[src/rtl/apu_pkg.sv]
// Shared APU constants: frame-sequencer step values, register addresses and step decode.
// APU_FRAME_PAL_EN selects PAL step timing; NTSC is the default.
package apu_pkg;

  typedef enum logic {seq_4step = 1'b0, seq_5step = 1'b1} seq_mode_type;

  typedef struct packed {
    logic q;
    logic h;
    logic irq;
    logic wrap;
  } step_evt_type;

  localparam logic [15:0] ADDR_STATUS = 16'h4015;
  localparam logic [15:0] ADDR_FRAME  = 16'h4017;

`ifdef APU_FRAME_PAL_EN
  localparam logic [15:0] STEP_Q1   = 16'd8313;
  localparam logic [15:0] STEP_QH2  = 16'd16627;
  localparam logic [15:0] STEP_Q3   = 16'd24939;
  localparam logic [15:0] STEP4_IRQ = 16'd33252;
  localparam logic [15:0] STEP4_QHI = 16'd33253;
  localparam logic [15:0] STEP4_END = 16'd33254;
  localparam logic [15:0] STEP5_QH  = 16'd41565;
  localparam logic [15:0] STEP5_END = 16'd41566;
`else
  localparam logic [15:0] STEP_Q1   = 16'd7457;
  localparam logic [15:0] STEP_QH2  = 16'd14913;
  localparam logic [15:0] STEP_Q3   = 16'd22371;
  localparam logic [15:0] STEP4_IRQ = 16'd29828;
  localparam logic [15:0] STEP4_QHI = 16'd29829;
  localparam logic [15:0] STEP4_END = 16'd29830;
  localparam logic [15:0] STEP5_QH  = 16'd37281;
  localparam logic [15:0] STEP5_END = 16'd37282;
`endif

  // Events for the current count, evaluated before the increment.
  function automatic step_evt_type step_decode(input logic [15:0] cyc, input seq_mode_type mode);
    step_evt_type evt;
    evt = '0;
    if (cyc == STEP_Q1 || cyc == STEP_Q3) begin
      evt.q = 1'b1;
    end
    if (cyc == STEP_QH2) begin
      evt.q = 1'b1;
      evt.h = 1'b1;
    end
    if (mode == seq_4step) begin
      if (cyc == STEP4_IRQ || cyc == STEP4_END) begin
        evt.irq = 1'b1;
      end
      if (cyc == STEP4_QHI) begin
        evt.q   = 1'b1;
        evt.h   = 1'b1;
        evt.irq = 1'b1;
      end
      if (cyc == STEP4_END) begin
        evt.wrap = 1'b1;
      end
    end else begin
      if (cyc == STEP5_QH) begin
        evt.q = 1'b1;
        evt.h = 1'b1;
      end
      if (cyc == STEP5_END) begin
        evt.wrap = 1'b1;
      end
    end
    return evt;
  endfunction

endpackage

[src/rtl/apu_frame_counter_if.sv]
// CPU-side bus bundle seen by the frame counter: phase-2, address, data, direction and read-back.
interface apu_frame_counter_if;
  logic        I_phy2;
  logic [15:0] I_addr;
  logic [7:0]  I_wr_data;
  logic        I_rdwr;
  logic [7:0]  O_rd_data;
  logic        O_rd_en;

  modport master (
    output I_phy2, I_addr, I_wr_data, I_rdwr,
    input  O_rd_data, O_rd_en
  );

  modport slave (
    input  I_phy2, I_addr, I_wr_data, I_rdwr,
    output O_rd_data, O_rd_en
  );
endinterface

[src/rtl/apu_phy2_edge.sv]
// CPU-cycle tick: one-clock strobe on the falling edge of phase-2, shared by the APU channels.
module apu_phy2_edge (
  input  logic clk,
  input  logic srst,
  input  logic phy2,
  output logic tick
);
  logic phy2_reg;

  always_ff @(posedge clk) begin
    if (srst) begin
      phy2_reg <= 1'b0;
    end else begin
      phy2_reg <= phy2;
    end
  end

  assign tick = phy2_reg & ~phy2;
endmodule

[src/rtl/apu_frame_counter.sv]
// 2A03 frame sequencer: $4017 control, $4015 IRQ status, quarter/half-frame clocks, frame IRQ.
// Step timing is NTSC unless APU_FRAME_PAL_EN is defined (see apu_pkg).
module apu_frame_counter
  import apu_pkg::*;
#(
  parameter int P_PULSE_W = 1
) (
  input  logic               I_clock,
  input  logic               I_reset,
  apu_frame_counter_if.slave bus,
  output logic               O_quarter,
  output logic               O_half,
  output logic               O_irq
);
  localparam int CNT_W = (P_PULSE_W > 1) ? $clog2(P_PULSE_W) : 1;

  logic         tick;
  logic         wr_frame;
  logic         rd_status;
  logic         inhibit_eff;
  logic         irq_set;
  logic         irq_clr;
  logic [1:0]   fire;
  logic [1:0]   pulse;
  step_evt_type evt;

  seq_mode_type mode_reg, mode_next;
  logic         inhibit_reg, inhibit_next;
  logic         parity_reg, parity_next;
  logic         irq_reg, irq_next;
  logic [15:0]  cyc_reg, cyc_next;
  logic [2:0]   rst_dly_reg, rst_dly_next;

  logic unused_wr_data;
  assign unused_wr_data = ^bus.I_wr_data[5:0];

  apu_phy2_edge u_phy2_edge (
    .clk  (I_clock),
    .srst (I_reset),
    .phy2 (bus.I_phy2),
    .tick (tick)
  );

  assign wr_frame  = (bus.I_addr == ADDR_FRAME) & ~bus.I_rdwr;
  assign rd_status = (bus.I_addr == ADDR_STATUS) & bus.I_rdwr;
  assign evt       = step_decode(cyc_reg, mode_reg);

  always_comb begin
    mode_next    = mode_reg;
    inhibit_next = inhibit_reg;
    parity_next  = parity_reg;
    cyc_next     = cyc_reg;
    rst_dly_next = rst_dly_reg;
    irq_next     = irq_reg;
    fire         = 2'b00;
    irq_set      = 1'b0;
    irq_clr      = 1'b0;
    // A write raising inhibit in this tick must also block a set in this tick.
    inhibit_eff  = wr_frame ? bus.I_wr_data[6] : inhibit_reg;
    if (tick) begin
      parity_next = ~parity_reg;
      if (rst_dly_reg == 3'd1) begin
        cyc_next     = '0;
        rst_dly_next = '0;
        if (mode_reg == seq_5step) begin
          fire = 2'b11;
        end
      end else begin
        cyc_next = evt.wrap ? 16'd0 : cyc_reg + 16'd1;
        fire     = {evt.h, evt.q};
        irq_set  = evt.irq & ~inhibit_eff;
        if (rst_dly_reg != 3'd0) begin
          rst_dly_next = rst_dly_reg - 3'd1;
        end
      end
      if (wr_frame) begin
        mode_next    = seq_mode_type'(bus.I_wr_data[7]);
        inhibit_next = bus.I_wr_data[6];
        rst_dly_next = parity_reg ? 3'd4 : 3'd3;
      end
      irq_clr = (wr_frame & bus.I_wr_data[6]) | rd_status;
      if (irq_set) begin
        irq_next = 1'b1;
      end else if (irq_clr) begin
        irq_next = 1'b0;
      end
    end
  end

  always_ff @(posedge I_clock) begin
    if (I_reset) begin
      mode_reg    <= seq_4step;
      inhibit_reg <= 1'b0;
      parity_reg  <= 1'b0;
      irq_reg     <= 1'b0;
      cyc_reg     <= '0;
      rst_dly_reg <= '0;
    end else begin
      mode_reg    <= mode_next;
      inhibit_reg <= inhibit_next;
      parity_reg  <= parity_next;
      irq_reg     <= irq_next;
      cyc_reg     <= cyc_next;
      rst_dly_reg <= rst_dly_next;
    end
  end

  // Pulse stretchers: bit 0 quarter-frame, bit 1 half-frame.
  genvar gi;
  generate
    for (gi = 0; gi < 2; gi++) begin : g_pulse
      logic             pulse_reg;
      logic [CNT_W-1:0] hold_reg;

      always_ff @(posedge I_clock) begin
        if (I_reset) begin
          pulse_reg <= 1'b0;
          hold_reg  <= '0;
        end else if (fire[gi]) begin
          pulse_reg <= 1'b1;
          hold_reg  <= CNT_W'(P_PULSE_W - 1);
        end else if (hold_reg != '0) begin
          hold_reg <= hold_reg - CNT_W'(1);
        end else begin
          pulse_reg <= 1'b0;
        end
      end

      assign pulse[gi] = pulse_reg;
    end
  endgenerate

  assign O_quarter     = pulse[0];
  assign O_half        = pulse[1];
  assign O_irq         = irq_reg;
  assign bus.O_rd_en   = rd_status & ~I_reset;
  assign bus.O_rd_data = bus.O_rd_en ? {1'b0, irq_reg, 6'b000000} : 8'h00;

endmodule

[src/flat_wrapper.sv]
// flat-port wrapper written by rule: the top's interface ports become plain ports
module apu_frame_counter_flat import apu_pkg::*;
#(
  parameter int P_PULSE_W = 1
)
  (I_clock, I_reset, O_quarter, O_half, O_irq, bus_I_phy2, bus_I_addr, bus_I_wr_data, bus_I_rdwr, bus_O_rd_data, bus_O_rd_en);
  apu_frame_counter_if bus_i ();
  input  logic I_clock;
  input  logic I_reset;
  output logic O_quarter;
  output logic O_half;
  output logic O_irq;
  input wire logic [$bits(bus_i.I_phy2)-1:0] bus_I_phy2;
  input wire logic [$bits(bus_i.I_addr)-1:0] bus_I_addr;
  input wire logic [$bits(bus_i.I_wr_data)-1:0] bus_I_wr_data;
  input wire logic [$bits(bus_i.I_rdwr)-1:0] bus_I_rdwr;
  output wire logic [$bits(bus_i.O_rd_data)-1:0] bus_O_rd_data;
  output wire logic [$bits(bus_i.O_rd_en)-1:0] bus_O_rd_en;
  assign bus_i.I_phy2 = bus_I_phy2;
  assign bus_i.I_addr = bus_I_addr;
  assign bus_i.I_wr_data = bus_I_wr_data;
  assign bus_i.I_rdwr = bus_I_rdwr;
  assign bus_O_rd_data = bus_i.O_rd_data;
  assign bus_O_rd_en = bus_i.O_rd_en;
  apu_frame_counter #(.P_PULSE_W(P_PULSE_W)) u_core (.I_clock(I_clock), .I_reset(I_reset), .bus(bus_i), .O_quarter(O_quarter), .O_half(O_half), .O_irq(O_irq));
endmodule
[config.mk]
export PLATFORM = sky130hd
export DESIGN_NAME = apu_frame_counter_flat
export DESIGN_NICKNAME = d
export VERILOG_FILES = /design/src/rtl/apu_pkg.sv /design/src/rtl/apu_frame_counter_if.sv /design/src/rtl/apu_phy2_edge.sv /design/src/rtl/apu_frame_counter.sv /design/src/flat_wrapper.sv
export SDC_FILE = /design/constraint.sdc
export NUM_CORES = 1
export LEC_CHECK = 0
export ABC_AREA = 1
export CORE_MARGIN = 1.5
export CORE_UTILIZATION = 55
export DETAILED_ROUTE_END_ITERATION = 8
export PLACE_DENSITY = 0.85
export SLEW_MARGIN = 25
export SYNTH_ARGS = -nofsm -noshare
export SYNTH_HDL_FRONTEND = slang
export SYNTH_SLANG_ARGS = --single-unit
[constraint.sdc]
create_clock -name I_clock -period 3.7 [get_ports I_clock]
set_clock_uncertainty 0.1 [all_clocks]
set_input_delay 0.74 -clock I_clock [delete_from_list [all_inputs] [get_ports I_clock]]
set_output_delay 0.74 -clock I_clock [all_outputs]
set_load 0.05 [all_outputs]
==> results by group <==
Status
  – Outcome: complete, no violations

Place
  – Post-DP HPWL: 3288 um
  – Placement Setup Slack: around 0.67 ns
  – Area post-placement: 0.002237 mm^2
  – Number of port buffers: 26
  – GPL Wtd Cong: 0.9072

STA
  – Hold Vio Cnt, Final: 0
  – TNS Setup: 0 ns
  – Worst setup margin: 0.6985 ns
  – Max Freq: 333.2 MHz
  – Max-slew headroom: 66.64%
  – Worst Tran Pin Value: 0.4989 ns
  – Max-slew violations: 0
  – RSZ-0062 raised after global routing: false
  – Endpoints failing setup: 0
  – Tmin final: 3.002 ns
  – Final Cycle Share: 81.12%

Drt
  – Via/cell ratio: 5.037
  – Initial drt markers: about 100
  – Wire per inst: 10.53 um
  – Post-DRT Antenna Nets: 0
  – DRC viols: 0
  – TritonRoute pass-1 iters: 4
  – Drt total wl: 4012 um
  – Vias: 1919

Logic synthesis
  – Ys Warns: 0
  – Synthesized area per cell: 6.375 um^2
  – Number of synthesized register bits: 28
  – Post-synthesis sequential area ratio: between 20% and 30%
  – Synth Area in Compound Gates: 10.13%
  – Yosys top cell by area: dfxtp_1
  – Multiplexer share of the synthesized area: 0%
  – Synth Area in XOR/XNOR: 1.347%
  – Leading cell types by count after synthesis: 69 x nand2_1, 51 x nor2_1, 32 x inv_1, 28 x dfxtp_1, 22 x nand3_1
  – Largest family of logic cells by synthesized area: simple AND/OR/NAND/NOR gates
  – Post-synth EDFFs: 0
  – Post-synthesis cell type count: 32
  – Mapped Area: 0.001951 mm^2
  – Cells after synthesis: around 310
  – Post-synthesis simple-gate area fraction: approximately 45%
  – Main flop type after synthesis: dfxtp_1
  – Synth Area in Adders: approximately 4.5%
  – Most frequent cell after synthesis: nand2_1
  – Synth area leaders: dfxtp_1 29%, nand2_1 13%, nor2_1 9.8%, inv_1 6.2%, nor2_2 6.1%
  – Post-synth ARST share: 0%
  – Post-synth top area share: roughly 29%

Min path
  – Worst hold-check path type: flop to flop

Finish
  – Nets@finish: about 370
  – Filler instances: 346
  – Max reg flops: 16
  – Ant diodes: 0
  – Synth-to-layout area growth: 15.84%
  – Layout cell share with drive strength beyond 1: a little over an eighth
  – Final Cell Area: 0.002260 mm^2
  – Post-route core utilization: 67.19%

Clock tree
  – Sink Count: 28
  – Clock tree root driver cell: clkbuf_4
  – H-Tree Depth: 1
  – Reg clk slew, reported paths: between 0.1 and 0.15 ns
  – Post_cts resized: 0
  – Total CTS buffers: 3
  – CTS tree: built
  – Worst-Skew Late Latency: 0.32 ns
  – Post-CTS Setup Inserts: 0
  – Clk buf depth: 2
  – # hold bufs at CTS: 0

Pwr
  – Pwr dens: approximately 220 mW/mm^2
  – Leak Pwr: 0.9130 nW
  – Peak supply drop: 0.0002511 V

Worst setup path
  – Critical Path RT: 2.86 ns
  – Crit path kind: primary input to primary output
  – Crit Path Max Fanout: 4
  – CP arrival: 2.16 ns
  – CP Capture Type: primary output
  – Critical Path Start Type: primary input

Die
  – Core Footprint: about 0.0034 mm^2
  – Starting Density: 58.00%
  – Row Count: 21
  – DIE HEIGHT: 62.56 um
  – Die width: 62.56 um
  – IO Pins: 40
  – DIE AREA: 0.003913 mm^2

Global routing
  – Total GRT Usage: 22.25%
  – GRT overflow: 0
  – Largest net degree at the start of global routing: 17
  – Initial antenna violation count: 0
  – Vias in the first global route: 1793
  – First-pass GRT wire length: slightly above 7000 um

Flow run
  – Max_cap viols: 0
[cells by family after synthesis]
group           count (synthesis)
compound gates                 36
simple gates                  184
buf+inv                        47
fa+ha+maj                       7
other cells                     1
xor+xnor                        3
flops                          28
[path summary, 6_finish.rpt]
path / end / cells after the start / slack (ns) / startpoint
worst max-delay path: bus_O_rd_data[6] / 8 / 0.70 / bus_I_addr[4]
worst min-delay path: u_core.inhibit_reg$_SDFFE_PP0P_ / 2 / 0.37 / u_core.inhibit_reg$_SDFFE_PP0P_
worst max register to register: u_core.cyc_reg[10]$_SDFFE_PP0P_ / 9 / 2.02 / u_core.cyc_reg[1]$_SDFFE_PP0P_
worst min register to register: u_core.inhibit_reg$_SDFFE_PP0P_ / 2 / 0.37 / u_core.inhibit_reg$_SDFFE_PP0P_
[critical path: stages]
cell	delay, ns
clkdlybuf4s50_1	0.46
inv_1	0.05
nor2_1	0.08
nand2_1	0.06
nor2_2	0.19
nand3_1	0.14
nor3b_1	0.20
buf_4	0.23
[placed cells by master, fill, tap and decap left out, types with 2 or more instances in the layout]
cell type	count
clkbuf_4	3
buf_4	3
nor2_4	2
nand3_1	22
o21ai_0	14
nand2_2	3
nand2_1	69
dfxtp_1	28
ha_1	7
nand4_1	8
inv_2	5
nor3_1	2
xor2_1	3
nor2_1	51
a21oi_1	14
clkdlybuf4s50_1	24
nand3_2	3
conb_1	9
o21ai_1	2
inv_1	32
nor2_2	19
[area by class of cell]
| type | instances | area (um^2) | area share, % |
|---|---|---|---|
| multi-input cells | 239 | 1214 | 53.71 |
| repair buffers | 27 | 262.8 | 11.63 |
| well taps | 46 | 57.56 | 2.547 |
| flip-flops and latches | 28 | 560.5 | 24.81 |
| clock buffers | 3 | 22.52 | 0.9967 |
| inverters | 38 | 142.6 | 6.312 |
[power by group]
group          switching [W]  leakage (nW)  internal [W]
Clock              0.0000813        0.0138     0.0000382
Combinational      0.0000405         0.672     0.0000276
Sequential        0.00000190         0.227      0.000305
Total               0.000124         0.913      0.000370
[per-stage QoR]
step	cells	power [W]	hold WS [ns]
6_report	381	0.0004940	0.3651
5_1_grt	381	0.0005201	0.3856
4_1_cts	381	0.0005015	0.3667
3_5_place_dp	378	0.0003814	0.3468
3_3_place_gp	378	0.0003803	0.3365
2_1_floorplan	314	0.0003570	0.3256
[per-layer routing]
metal | wire length (um) | vias up | global-route usage (%)
met5 | 0 | - | 0
met4 | 29 | 0 | 5.278
met3 | 164 | 4 | 4.865
met2 | 1986 | 36 | 40.59
met1 | 1830 | 864 | 26.43
li1 | - | 1015 | -
Power figures use the tool's default switching activity.
